`src/rtl/uart_rx_fnd_multi.sv`:
```
// UART 8N1 receiver with a NUM_BYTES-deep history shown as hex digits on 7-segment displays.
// Defining RX_PARITY_EN switches the frame format to 8E1 with parity-error reporting.
module uart_rx_fnd_multi #(
    parameter int CLKS_PER_BIT = 868,
    parameter int NUM_BYTES    = 2
) (
    input  logic                    i_Clk,
    input  logic                    i_Rst,
    input  logic                    i_Rx,
    output logic                    o_fDone,
    output logic                    o_fErr,
    output logic [7:0]              o_RxData,
    output logic [14*NUM_BYTES-1:0] o_Seg
);

    localparam int CW = $clog2(CLKS_PER_BIT);
    localparam logic [CW-1:0] BIT_LAST  = CW'(CLKS_PER_BIT - 1);
    localparam logic [CW-1:0] HALF_LAST = CW'(CLKS_PER_BIT / 2 - 1);

    typedef enum logic [2:0] {
        IDLE,
        START,
        DATA,
`ifdef RX_PARITY_EN
        PARITY,
`endif
        STOP,
        BREAK
    } state_t;

    state_t         state_reg;
    logic [CW-1:0]  cnt_reg;
    logic [2:0]     bit_idx_reg;
    logic [7:0]     shift_reg;
    logic           rx_meta_reg;
    logic           rx_s_reg;
    logic           fdone_reg;
    logic           ferr_reg;
    logic [7:0]     rx_data_reg;
    logic [7:0]     hist_reg [NUM_BYTES];
    logic [NUM_BYTES-1:0] valid_reg;
    logic           parity_ok;

`ifdef RX_PARITY_EN
    logic           parity_reg;
    // Even parity: data bits plus parity bit must XOR to zero.
    assign parity_ok = ~(^{shift_reg, parity_reg});
`else
    assign parity_ok = 1'b1;
`endif

    always_ff @(posedge i_Clk) begin
        if (!i_Rst) begin
            state_reg   <= IDLE;
            cnt_reg     <= '0;
            bit_idx_reg <= '0;
            shift_reg   <= '0;
            rx_meta_reg <= 1'b1;
            rx_s_reg    <= 1'b1;
            fdone_reg   <= 1'b0;
            ferr_reg    <= 1'b0;
            rx_data_reg <= 8'h00;
            valid_reg   <= '0;
            for (int k = 0; k < NUM_BYTES; k++) hist_reg[k] <= 8'h00;
`ifdef RX_PARITY_EN
            parity_reg  <= 1'b0;
`endif
        end else begin
            rx_meta_reg <= i_Rx;
            rx_s_reg    <= rx_meta_reg;
            fdone_reg   <= 1'b0;
            ferr_reg    <= 1'b0;
            case (state_reg)
                IDLE: begin
                    if (!rx_s_reg) begin
                        state_reg <= START;
                        cnt_reg   <= '0;
                    end
                end
                START: begin
                    if (cnt_reg == HALF_LAST) begin
                        cnt_reg     <= '0;
                        bit_idx_reg <= '0;
                        state_reg   <= rx_s_reg ? IDLE : DATA;
                    end else begin
                        cnt_reg <= cnt_reg + 1'b1;
                    end
                end
                DATA: begin
                    if (cnt_reg == BIT_LAST) begin
                        cnt_reg     <= '0;
                        shift_reg   <= {rx_s_reg, shift_reg[7:1]};
                        bit_idx_reg <= bit_idx_reg + 1'b1;
                        if (bit_idx_reg == 3'd7) begin
`ifdef RX_PARITY_EN
                            state_reg <= PARITY;
`else
                            state_reg <= STOP;
`endif
                        end
                    end else begin
                        cnt_reg <= cnt_reg + 1'b1;
                    end
                end
`ifdef RX_PARITY_EN
                PARITY: begin
                    if (cnt_reg == BIT_LAST) begin
                        cnt_reg    <= '0;
                        parity_reg <= rx_s_reg;
                        state_reg  <= STOP;
                    end else begin
                        cnt_reg <= cnt_reg + 1'b1;
                    end
                end
`endif
                STOP: begin
                    if (cnt_reg == BIT_LAST) begin
                        cnt_reg <= '0;
                        // A low stop bit wins over a parity error: the line may be in a break.
                        if (!rx_s_reg) begin
                            ferr_reg  <= 1'b1;
                            state_reg <= BREAK;
                        end else if (!parity_ok) begin
                            ferr_reg  <= 1'b1;
                            state_reg <= IDLE;
                        end else begin
                            fdone_reg   <= 1'b1;
                            rx_data_reg <= shift_reg;
                            for (int k = NUM_BYTES - 1; k > 0; k--) begin
                                hist_reg[k]  <= hist_reg[k-1];
                                valid_reg[k] <= valid_reg[k-1];
                            end
                            hist_reg[0]  <= shift_reg;
                            valid_reg[0] <= 1'b1;
                            state_reg    <= IDLE;
                        end
                    end else begin
                        cnt_reg <= cnt_reg + 1'b1;
                    end
                end
                BREAK: begin
                    if (rx_s_reg) state_reg <= IDLE;
                end
                default: state_reg <= IDLE;
            endcase
        end
    end

    assign o_fDone  = fdone_reg;
    assign o_fErr   = ferr_reg;
    assign o_RxData = rx_data_reg;

    // Active-low {g,f,e,d,c,b,a} hex patterns.
    function automatic logic [6:0] hex7(input logic [3:0] nib);
        case (nib)
            4'h0: hex7 = 7'h40;
            4'h1: hex7 = 7'h79;
            4'h2: hex7 = 7'h24;
            4'h3: hex7 = 7'h30;
            4'h4: hex7 = 7'h19;
            4'h5: hex7 = 7'h12;
            4'h6: hex7 = 7'h02;
            4'h7: hex7 = 7'h78;
            4'h8: hex7 = 7'h00;
            4'h9: hex7 = 7'h10;
            4'hA: hex7 = 7'h08;
            4'hB: hex7 = 7'h03;
            4'hC: hex7 = 7'h46;
            4'hD: hex7 = 7'h21;
            4'hE: hex7 = 7'h06;
            default: hex7 = 7'h0E;
        endcase
    endfunction

    genvar gi;
    generate
        for (gi = 0; gi < NUM_BYTES; gi++) begin : g_slot
            assign o_Seg[14*gi +: 14] = valid_reg[gi]
                ? {hex7(hist_reg[gi][7:4]), hex7(hist_reg[gi][3:0])}
                : 14'h3FFF;
        end
    endgenerate

endmodule

```
`config.mk`:
```
export PLATFORM = sky130hd
export DESIGN_NAME = uart_rx_fnd_multi
export DESIGN_NICKNAME = d
export VERILOG_FILES = /design/src/rtl/uart_rx_fnd_multi.sv
export SDC_FILE = /design/constraint.sdc
export NUM_CORES = 1
export LEC_CHECK = 0
export CAP_MARGIN = 0
export CORE_ASPECT_RATIO = 1.25
export CORE_UTILIZATION = 56
export CTS_CLUSTER_SIZE = 40
export DETAILED_ROUTE_END_ITERATION = 12
export GPL_TIMING_DRIVEN = 0
export MAX_ROUTING_LAYER = met4
export PLACE_DENSITY = 0.9
export REMOVE_ABC_BUFFERS = 1
export SYNTH_ARGS = -nofsm -noshare
export SYNTH_HDL_FRONTEND = slang
export SYNTH_SLANG_ARGS = --single-unit
export TNS_END_PERCENT = 50
```
`constraint.sdc`:
```
create_clock -name i_Clk -period 2.73 [get_ports i_Clk]
set_input_delay 0.819 -clock i_Clk [delete_from_list [all_inputs] [get_ports i_Clk]]
set_output_delay 0.819 -clock i_Clk [all_outputs]
set_load 0.01 [all_outputs]
```
Yosys cells after proc, flatten, opt, wreduce, memory -nomap -nowiden
Memory sizes are Yosys's and may differ from the RTL's.
Index checks and enable logic that the tools add are counted.
{"block": "totals", "register_bits": 38, "latch_bits": 0, "ram_bits": 16, "rom_bits": 448, "inputBits": 3, "word_cells": 69, "memories": 5}
{"name": "(no name shown)", "depth": 16, "word_bits": 7, "read_ports": 1, "rd_ports_with_merged_regs": 0, "write_ports": 0, "line": "155", "text": "case (nib)"}
{"name": "(no name shown)", "depth": 16, "word_bits": 7, "read_ports": 1, "rd_ports_with_merged_regs": 0, "write_ports": 0, "line": "155"}
{"name": "(no name shown)", "depth": 16, "word_bits": 7, "read_ports": 1, "rd_ports_with_merged_regs": 0, "write_ports": 0, "line": "155"}
{"name": "(no name shown)", "depth": 16, "word_bits": 7, "read_ports": 1, "rd_ports_with_merged_regs": 0, "write_ports": 0, "line": "155"}
{"name": "hist_reg", "depth": 2, "word_bits": 8, "read_ports": 2, "rd_ports_with_merged_regs": 0, "write_ports": 2, "line": "40", "text": "logic [7:0] hist_reg [NUM_BYTES];"}
{"block": "classes", "add_sub_neg": 2, "mul": 0, "div": 0, "order_cmp": 0, "n_eq_ne": 13, "n_shift": 0, "mux": 27, "bitwise_logic": 2, "n_reduce_logical": 10}
{"cell": "2-to-1 mux 10 bit", "count": 3}
{"cell": "one-hot mux 10 bit (3 select lines)", "count": 1}
{"cell": "2-to-1 mux 14 bit", "count": 2}
{"cell": "2-to-1 mux 3 bit", "count": 9}
{"cell": "2-to-1 mux 8 bit", "count": 2}
{"cell": "one-hot mux 3 bit (5 select lines)", "count": 1}
{"cell": "inequality test 2 bit (second input constant)", "count": 6}
{"cell": "adder 10 x 1 -> 10 bit (second input constant)", "count": 1}
{"cell": "equality test 10 bit (second input constant)", "count": 1}
{"cell": "equality test 10 x 9 -> 1 bit (second input constant)", "count": 1}
{"cell": "AND reduction 3 bit", "count": 3}
{"cell": "2-to-1 mux 1 bit", "count": 7}
{"cell": "equality test 3 x 2 -> 1 bit (second input constant)", "count": 2}
{"cell": "equality test 3 bit (second input constant)", "count": 2}
{"cell": "one-hot mux 3 bit (2 select lines)", "count": 1}
{"cell": "AND reduction 6 bit", "count": 1}
{"cell": "AND reduction 2 bit", "count": 2}
{"cell": "adder 3 x 1 -> 3 bit (second input constant)", "count": 1}
{"cell": "equality test 3 x 1 -> 1 bit (second input constant)", "count": 1}
{"cell": "logical NOT 3 bit", "count": 1}
{"cell": "nonzero test 3 bit", "count": 1}
{"cell": "2-to-1 mux 2 bit", "count": 1}
{"cell": "bitwise OR 1 bit", "count": 2}
{"cell": "nonzero test 2 bit", "count": 1}
{"cell": "OR reduction 2 bit", "count": 1}

Longest topological paths before layout
Gate-level depths: netlist of run 1.
{"block": "depth", "word_depth": 6, "mapped_depth": 8, "ltp_nobuf": 7}

Worst setup path after synthesis of run 1
Ideal clock, no wire load.
{"block": "synth_path", "kind": "reg-to-reg", "startpoint": "register cnt_reg[0]", "endpoint": "memory hist_reg[0][0] (enable)", "setup_time_ns": 0.375, "arrival_ns": 1.975, "required_time_ns": 2.355, "setup_slack_ns": 0.380, "path_stages_with_launch": 8, "n_path_buf": 2, "path_cell_list": "dfxtp_1 ha_1 and4bb_2 nand4_2 nor3_2 buf_6 buf_6 nand2b_1"}
{"element": "from (decl)", "line": "32", "text": "logic [CW-1:0] cnt_reg;"}
{"element": "from (signal assigned)", "line": "86", "text": "cnt_reg <= cnt_reg + 1'b1;"}
{"element": "from (signal assigned)", "line": "102", "text": "cnt_reg <= cnt_reg + 1'b1;"}
{"element": "from (signal assigned)", "line": "138", "text": "cnt_reg <= cnt_reg + 1'b1;"}
{"element": "to (decl)", "line": "40"}

==> results.md, run 1 <==
* Congestion Overflow GR at 0
* Skew-Pair Late Insertion Delay at 310 ps
* GRT met1 Usage at 0.2618
* Crit path largest cell delay at 430 ps
* Mapped Cells at 396
* Fin crit share at 0.9778
* Height of the die at 90.04 µm
* Lkg Pwr at 0.001564 µW
* Most used routing layer: met2
* CP Class: flop to output port
* CP endpoint kind: output port
* Clock transition at path regs at 100 ps
* Final hold violations at 0
* H-tree Lvls at 2
* Worst-margin pin slew at 768.8 ps
* Ys flop type: dfxtp_1
* Yosys reg bits at 54
* Initial Util at 0.5889
* # setup viols final at 0
* GRT met3 Usage at 0.03475
* Pre-CTS setup slack at -783.7 ps
* Largest net degree at the start of global routing at 55
* Final slew viol count at 0
* Slowest-stage cell, CP: edfxtp_1
* Cell Pwr Density at 400.2 mW/mm²
* Vias in the first global route at 2795
* CTS tree: done
* Setup Skew at 9.047 ps
* Max clock buf depth at 2
* Non-filler cells in the finished layout at 519
* Rows at 31
* Unique masters post-synth at 52
* Met2 usage in global routing at 0.4081
* All-layer global routing usage at 0.2360
* DIE WIDTH at 72.43 µm
* Peak VDD IR at 0.4205 mV
* WL per Instance at 13.82 µm
* Max FFs per register at 16
* Port Buffers at 40
* Cell Area, Synth at 0.003472 mm²
* Die area at 0.006521 mm²
* Hold WS at 430.9 ps
* WL final at 7170 µm
* Clock Sink Count at 54
* Seq/Total Area, Yosys at 0.3575
* Worst-path maximum fanout at 5
* Min cycle time layout at 2669 ps
* Top Ports at 41
* Drt drc at 0
* Post-synth ARST share at 0
* Critical Path RT at 1910 ps
* DR pass1 iterations at 5
* Vias at 2988
* Antenna viol nets, final at 0
* Unrepaired setup endpoints after global routing: true
* Post-DP HPWL at 4745 µm
* RePlAce Congestion at 0.9068
* Antenna violations before repair at 0
* Number of synthesized flops with an enable pin at 16
* Cts bufs inserted at 5
* Synthesis-to-finish area growth at 18.02%
* Clock root cell: clkbuf_8
* Critical path cell sequence: inv_2 -> ha_1 -> nor2b_1 -> o21ai_0 -> o311ai_0 -> clkdlybuf4s15_1
* Antenna Cells at 0
* Max-Cap Viols at 0
* Commonest cells after routing, fill and taps aside: 39 x nand2_1, 38 x dfxtp_1, 26 x nor2_1, 22 x ha_1, 20 x nand3_1
* Status: finished clean
* CP bufs+invs at 2
* Inst Count DP at 495
* Startpoint Class: flop
* First-pass GRT wire length at 12210 µm
* FMAX at 0.3746 GHz
* Most common cell after layout, fill and taps aside: nand2_1
* Proportion of layout cells with a drive suffix above 1 at 0.1259
* Via/cell ratio at 5.757
* Area of the core at 0.005896 mm²
* Hold Crit Class: flop to flop
* Average size of a mapped cell at 8.768 µm²
* Fin nets at 467
* Critical Path AT at 1850 ps
* Critical path's top delay family: flip-flops
* DRT iter0 DRCs at 194
* Post-CTS Hold Buffers at 0
* Fin worst setup slack at 60.58 ps
* Max-slew headroom at 0.4875
* Syn. warnings at 0
* Setup TNS at 0 ps
-- where the power goes --
group          internal (µW)  switching (µW)
combinational            116             155
sequential               849            47.3
clock                    192             280
total                   1160             482
-- final cells by class --
cell class | instances | area [µm²]
Timing Repair Buffer | 57 | 481.7
Multi-Input combinational cell | 294 | 2082
Fill cell | 457 | 1798
Clock buffer | 5 | 68.82
Inverter | 24 | 92.59
Tap cell | 82 | 102.6
Sequential cell | 54 | 1241
Clock inverter | 3 | 28.78
-- cell usage after synthesis (2+ instances only) --
cell	count	share of area
a21boi_0	11	0.024
a21oi_1	14	0.020
a22o_1	2	0.0050
a31oi_1	6	0.011
and2_0	2	0.0036
and2_1	6	0.011
and3_1	18	0.032
buf_1	2	0.0022
buf_2	4	0.0058
buf_4	2	0.0043
buf_6	2	0.0065
clkbuf_1	14	0.015
dfxtp_1	38	0.22
edfxtp_1	16	0.14
ha_1	28	0.10
inv_1	24	0.026
mux2i_1	19	0.055
mux4_2	2	0.013
nand2_1	39	0.042
nand2b_1	10	0.018
nand3_1	20	0.029
nor2_1	26	0.028
nor2b_1	17	0.031
nor3_1	5	0.0072
o211ai_1	14	0.030
o21a_1	4	0.0086
o21ai_0	18	0.026
o311ai_0	8	0.020
o31a_1	2	0.0050
-- final timing paths --
check / to / slack [ps] / depth (start not counted) / startpoint
max: o_Seg[1] / 60 / 6 / hist_reg[0][0]
min: rx_s_reg / 430 / 1 / rx_meta_reg
min reg2reg: rx_s_reg / 430 / 1 / rx_meta_reg
max reg2reg: hist_reg[0][8] / 300 / 6 / cnt_reg[0]
-- timing repair --
item	in CTS	in global routing
buffers inserted	13	3
pin swaps	1	0
endpoints found under the setup margin	49	16
gates resized for setup	43	30
-- per-layer routing --
metal	wire, µm	share of wire
met1	2967	0.41
met2	3798	0.53
met3	275	0.038
met4	129	0.018
met5	0	0
-- stage by stage --
| step | util | total power [µW] | instance area, µm² |
|---|---|---|---|
| after floorplan | - | 1088 | 3354 |
| after global placement | 0.6543 | 1138 | 3857 |
| after detailed placement | 0.6579 | 1152 | 3879 |
| after CTS | 0.6876 | 1638 | 4054 |
| after global routing | 0.6950 | 1720 | 4098 |
| final | 0.6950 | 1640 | 4098 |
-- cell families (layout without fill, tap and decap cells) --
logic type / after synthesis / after routing / synth area share
AND/OR/NAND/NOR: 153 / 153 / 0.2321
buffers and inverters: 48 / 89 / 0.05982
AO/OA/AOI/OAI: 91 / 91 / 0.1795
XOR/XNOR: 1 / 1 / 0.002523
flip-flops: 54 / 54 / 0.3575
adder cells (fa/ha/maj): 28 / 28 / 0.1009
multiplexers: 21 / 21 / 0.06775
(Power assumes the default switching activity.)
==> run 2, diff against run 1 <==
CORE_ASPECT_RATIO = 0.9   (was 1.25)
==> results.md, run 2 (synthesis gave the netlist of run 1 again) <==
* Post-layout util at 0.7142 (+0.01919)
* DIE WIDTH at 85 µm (+17%)
* Critical Path AT at 1900 ps (+50 ps)
* Antenna viol nets, final at 0 (unchanged)
* Congestion Overflow GR at 0 (unchanged)
* CP Class: flop to output port
* Slowest-stage cell, CP: edfxtp_1
* Antenna violations before repair at 0 (unchanged)
* Unrepaired setup endpoints after global routing: true
* FMAX at 0.3677 GHz (-1.8%)
* Vias in the first global route at 2724 (-2.5%)
* Synthesis-to-finish area growth at 19.78%
* Cts bufs inserted at 5 (unchanged)
* Worst-margin pin slew at 892.9 ps (+124.1 ps)
* Peak VDD IR at 0.3469 mV (-18%)
* Skew-Pair Late Insertion Delay at 320 ps (about the same)
* Max-Cap Viols at 0 (unchanged)
* WL final at 7868 µm (+9.7%)
* DRT iter0 DRCs at 182 (-6.2%)
* Min cycle time layout at 2720 ps (+50.25 ps)
* Post-DP HPWL at 4833 µm (+1.8%)
* CTS tree: done
* DR pass1 iterations at 4 (-1)
* Power after layout at 1667 µW (+1.7%)
* Critical path's top delay family: buffers and inverters
* WL per Instance at 15.37 µm (+11%)
* Largest net degree at the start of global routing at 55 (unchanged)
* Proportion of layout cells with a drive suffix above 1 at 0.1561 (+0.03025)
* # setup viols final at 0 (unchanged)
* Commonest cells after routing, fill and taps aside: 39 x nand2_1, 38 x dfxtp_1, 25 x nor2_1, 22 x ha_1
* Height of the die at 76.70 µm (-15%)
* Setup Skew at 12.85 ps (+3.806 ps)
* H-tree Lvls at 2 (unchanged)
* Antenna Cells at 0 (unchanged)
* Startpoint Class: flop
* Status: finished clean
* Max FFs per register at 16 (unchanged)
* Vias at 3033 (+1.5%)
* Initial Util at 0.5963 (+0.007339)
* Rows at 26 (-16%)
* Inst Count DP at 483 (-2.4%)
* Lkg Pwr at 0.001605 µW (+2.6%)
* Most common cell after layout, fill and taps aside: nand2_1
* Drt drc at 0 (unchanged)
* Clock transition at path regs at 110 ps (about the same)
* Port Buffers at 40 (unchanged)
* Max-slew headroom at 0.4048 (-0.08270)
* Via/cell ratio at 5.924 (+2.9%)
* Max clock buf depth at 2 (unchanged)
* Worst-path maximum fanout at 5 (unchanged)
* Setup TNS at 0 ps (unchanged)
* Clock Sink Count at 54 (unchanged)
* Die area at 0.006520 mm² (about the same)
* Crit path largest cell delay at 440 ps (about the same)
* Area of the core at 0.005823 mm² (-1.2%)
* RePlAce Congestion at 0.9162 (+1.0%)
* Final slew viol count at 0 (unchanged)
* Final hold violations at 0 (unchanged)
* Cell Pwr Density at 400.9 mW/mm² (+0.18%)
* First-pass GRT wire length at 12370 µm (+1.3%)
* Critical Path RT at 1910 ps (about the same)
* CP endpoint kind: output port
* Clock root cell: clkbuf_8
* Fin nets at 472 (+1.1%)
* Non-filler cells in the finished layout at 512 (-1.3%)
* CP bufs+invs at 2 (unchanged)
* All-layer global routing usage at 0.2391 (+0.003121)
* Fin crit share at 0.9962 (+0.01841)
* Top Ports at 41 (unchanged)
* Critical path cell sequence: buf_4 -> ha_1 -> nor3_2 -> a21oi_1 -> o21ai_0 -> nand2_1 -> clkdlybuf4s15_1
* FILL cells at 397 (-13%)
* Hold Crit Class: flop to flop
[run 2: cell types whose count changed in the layout (fill, tap and decap cells not counted), moves of 3 or more]
cell / before / now
buf_4: 16 / 20
clkdlybuf4s15_1: 4 / 7
dlygate4sd2_1: 13 / 6
inv_1: 18 / 14
inv_2: 5 / 9
[run 2: power breakdown]
| part | switching, µW | internal, µW | leakage [µW] | total (µW) |
|---|---|---|---|---|
| combinational | 160 | 125 | 0.00110 | 285 |
| sequential | 47.4 | 849 | 0.000459 | 896 |
| clock | 277 | 209 | 0.0000514 | 486 |
| total | 484 | 1180 | 0.00161 | 1670 |
[run 2: per-stage QoR]
step | cell area, µm² | hold WS, ps | setup slack [ps]
after global placement | 3842 | 389.7 | -870.3
after CTS | 4051 | 416.1 | 5.665
final | 4159 | 414.3 | 10.33
after floorplan | 3354 | 386.3 | -213.5
after global routing | 4159 | 430.3 | -72.81
after detailed placement | 3876 | 392.5 | -860.3
[run 2: final timing paths]
kind                       start        endpoint  slack [ps]  depth (start not counted)
hold / removal       rx_meta_reg        rx_s_reg         410                          1
hold reg to reg      rx_meta_reg        rx_s_reg         410                          1
setup / recovery  hist_reg[0][1]        o_Seg[0]          10                          7
setup reg to reg      cnt_reg[0]  hist_reg[0][8]         230                          6
[run 2: cell type report]
type / count / area [µm²] / area share
clock buffers: 6 / 82.58 / 0.01986
multi-input cells: 294 / 2095 / 0.5036
clock inverters: 2 / 17.52 / 0.004212
repair buffers: 62 / 538.0 / 0.1294
flip-flops and latches: 54 / 1241 / 0.2984
inverters: 24 / 97.59 / 0.02347
well taps: 70 / 87.58 / 0.02106
[run 2: worst register-to-register path: cells and delay by family, from the launching register on]
kind	cells	cell delay, ps
buffers and inverters	1	220
flip-flops	1	430
AND/OR/NAND/NOR	4	1260
adder cells (fa/ha/maj)	1	270
[run 2: metal layers]
| metal | up-vias | wire [µm] | track usage |
|---|---|---|---|
| li1 | 1505 | - | - |
| met1 | 1404 | 3358 | 0.3022 |
| met2 | 109 | 3959 | 0.3911 |
| met3 | 15 | 405 | 0.04306 |
| met4 | 0 | 145 | 0.07288 |
| met5 | - | 0 | - |
[run 2: what timing repair did]
item	CTS	global route
hold buffers	0	0
setup endpoints to repair	50	37
cloned	0	0
buffers inserted	13	8
gates resized for setup	45	55
pin swaps	0	2
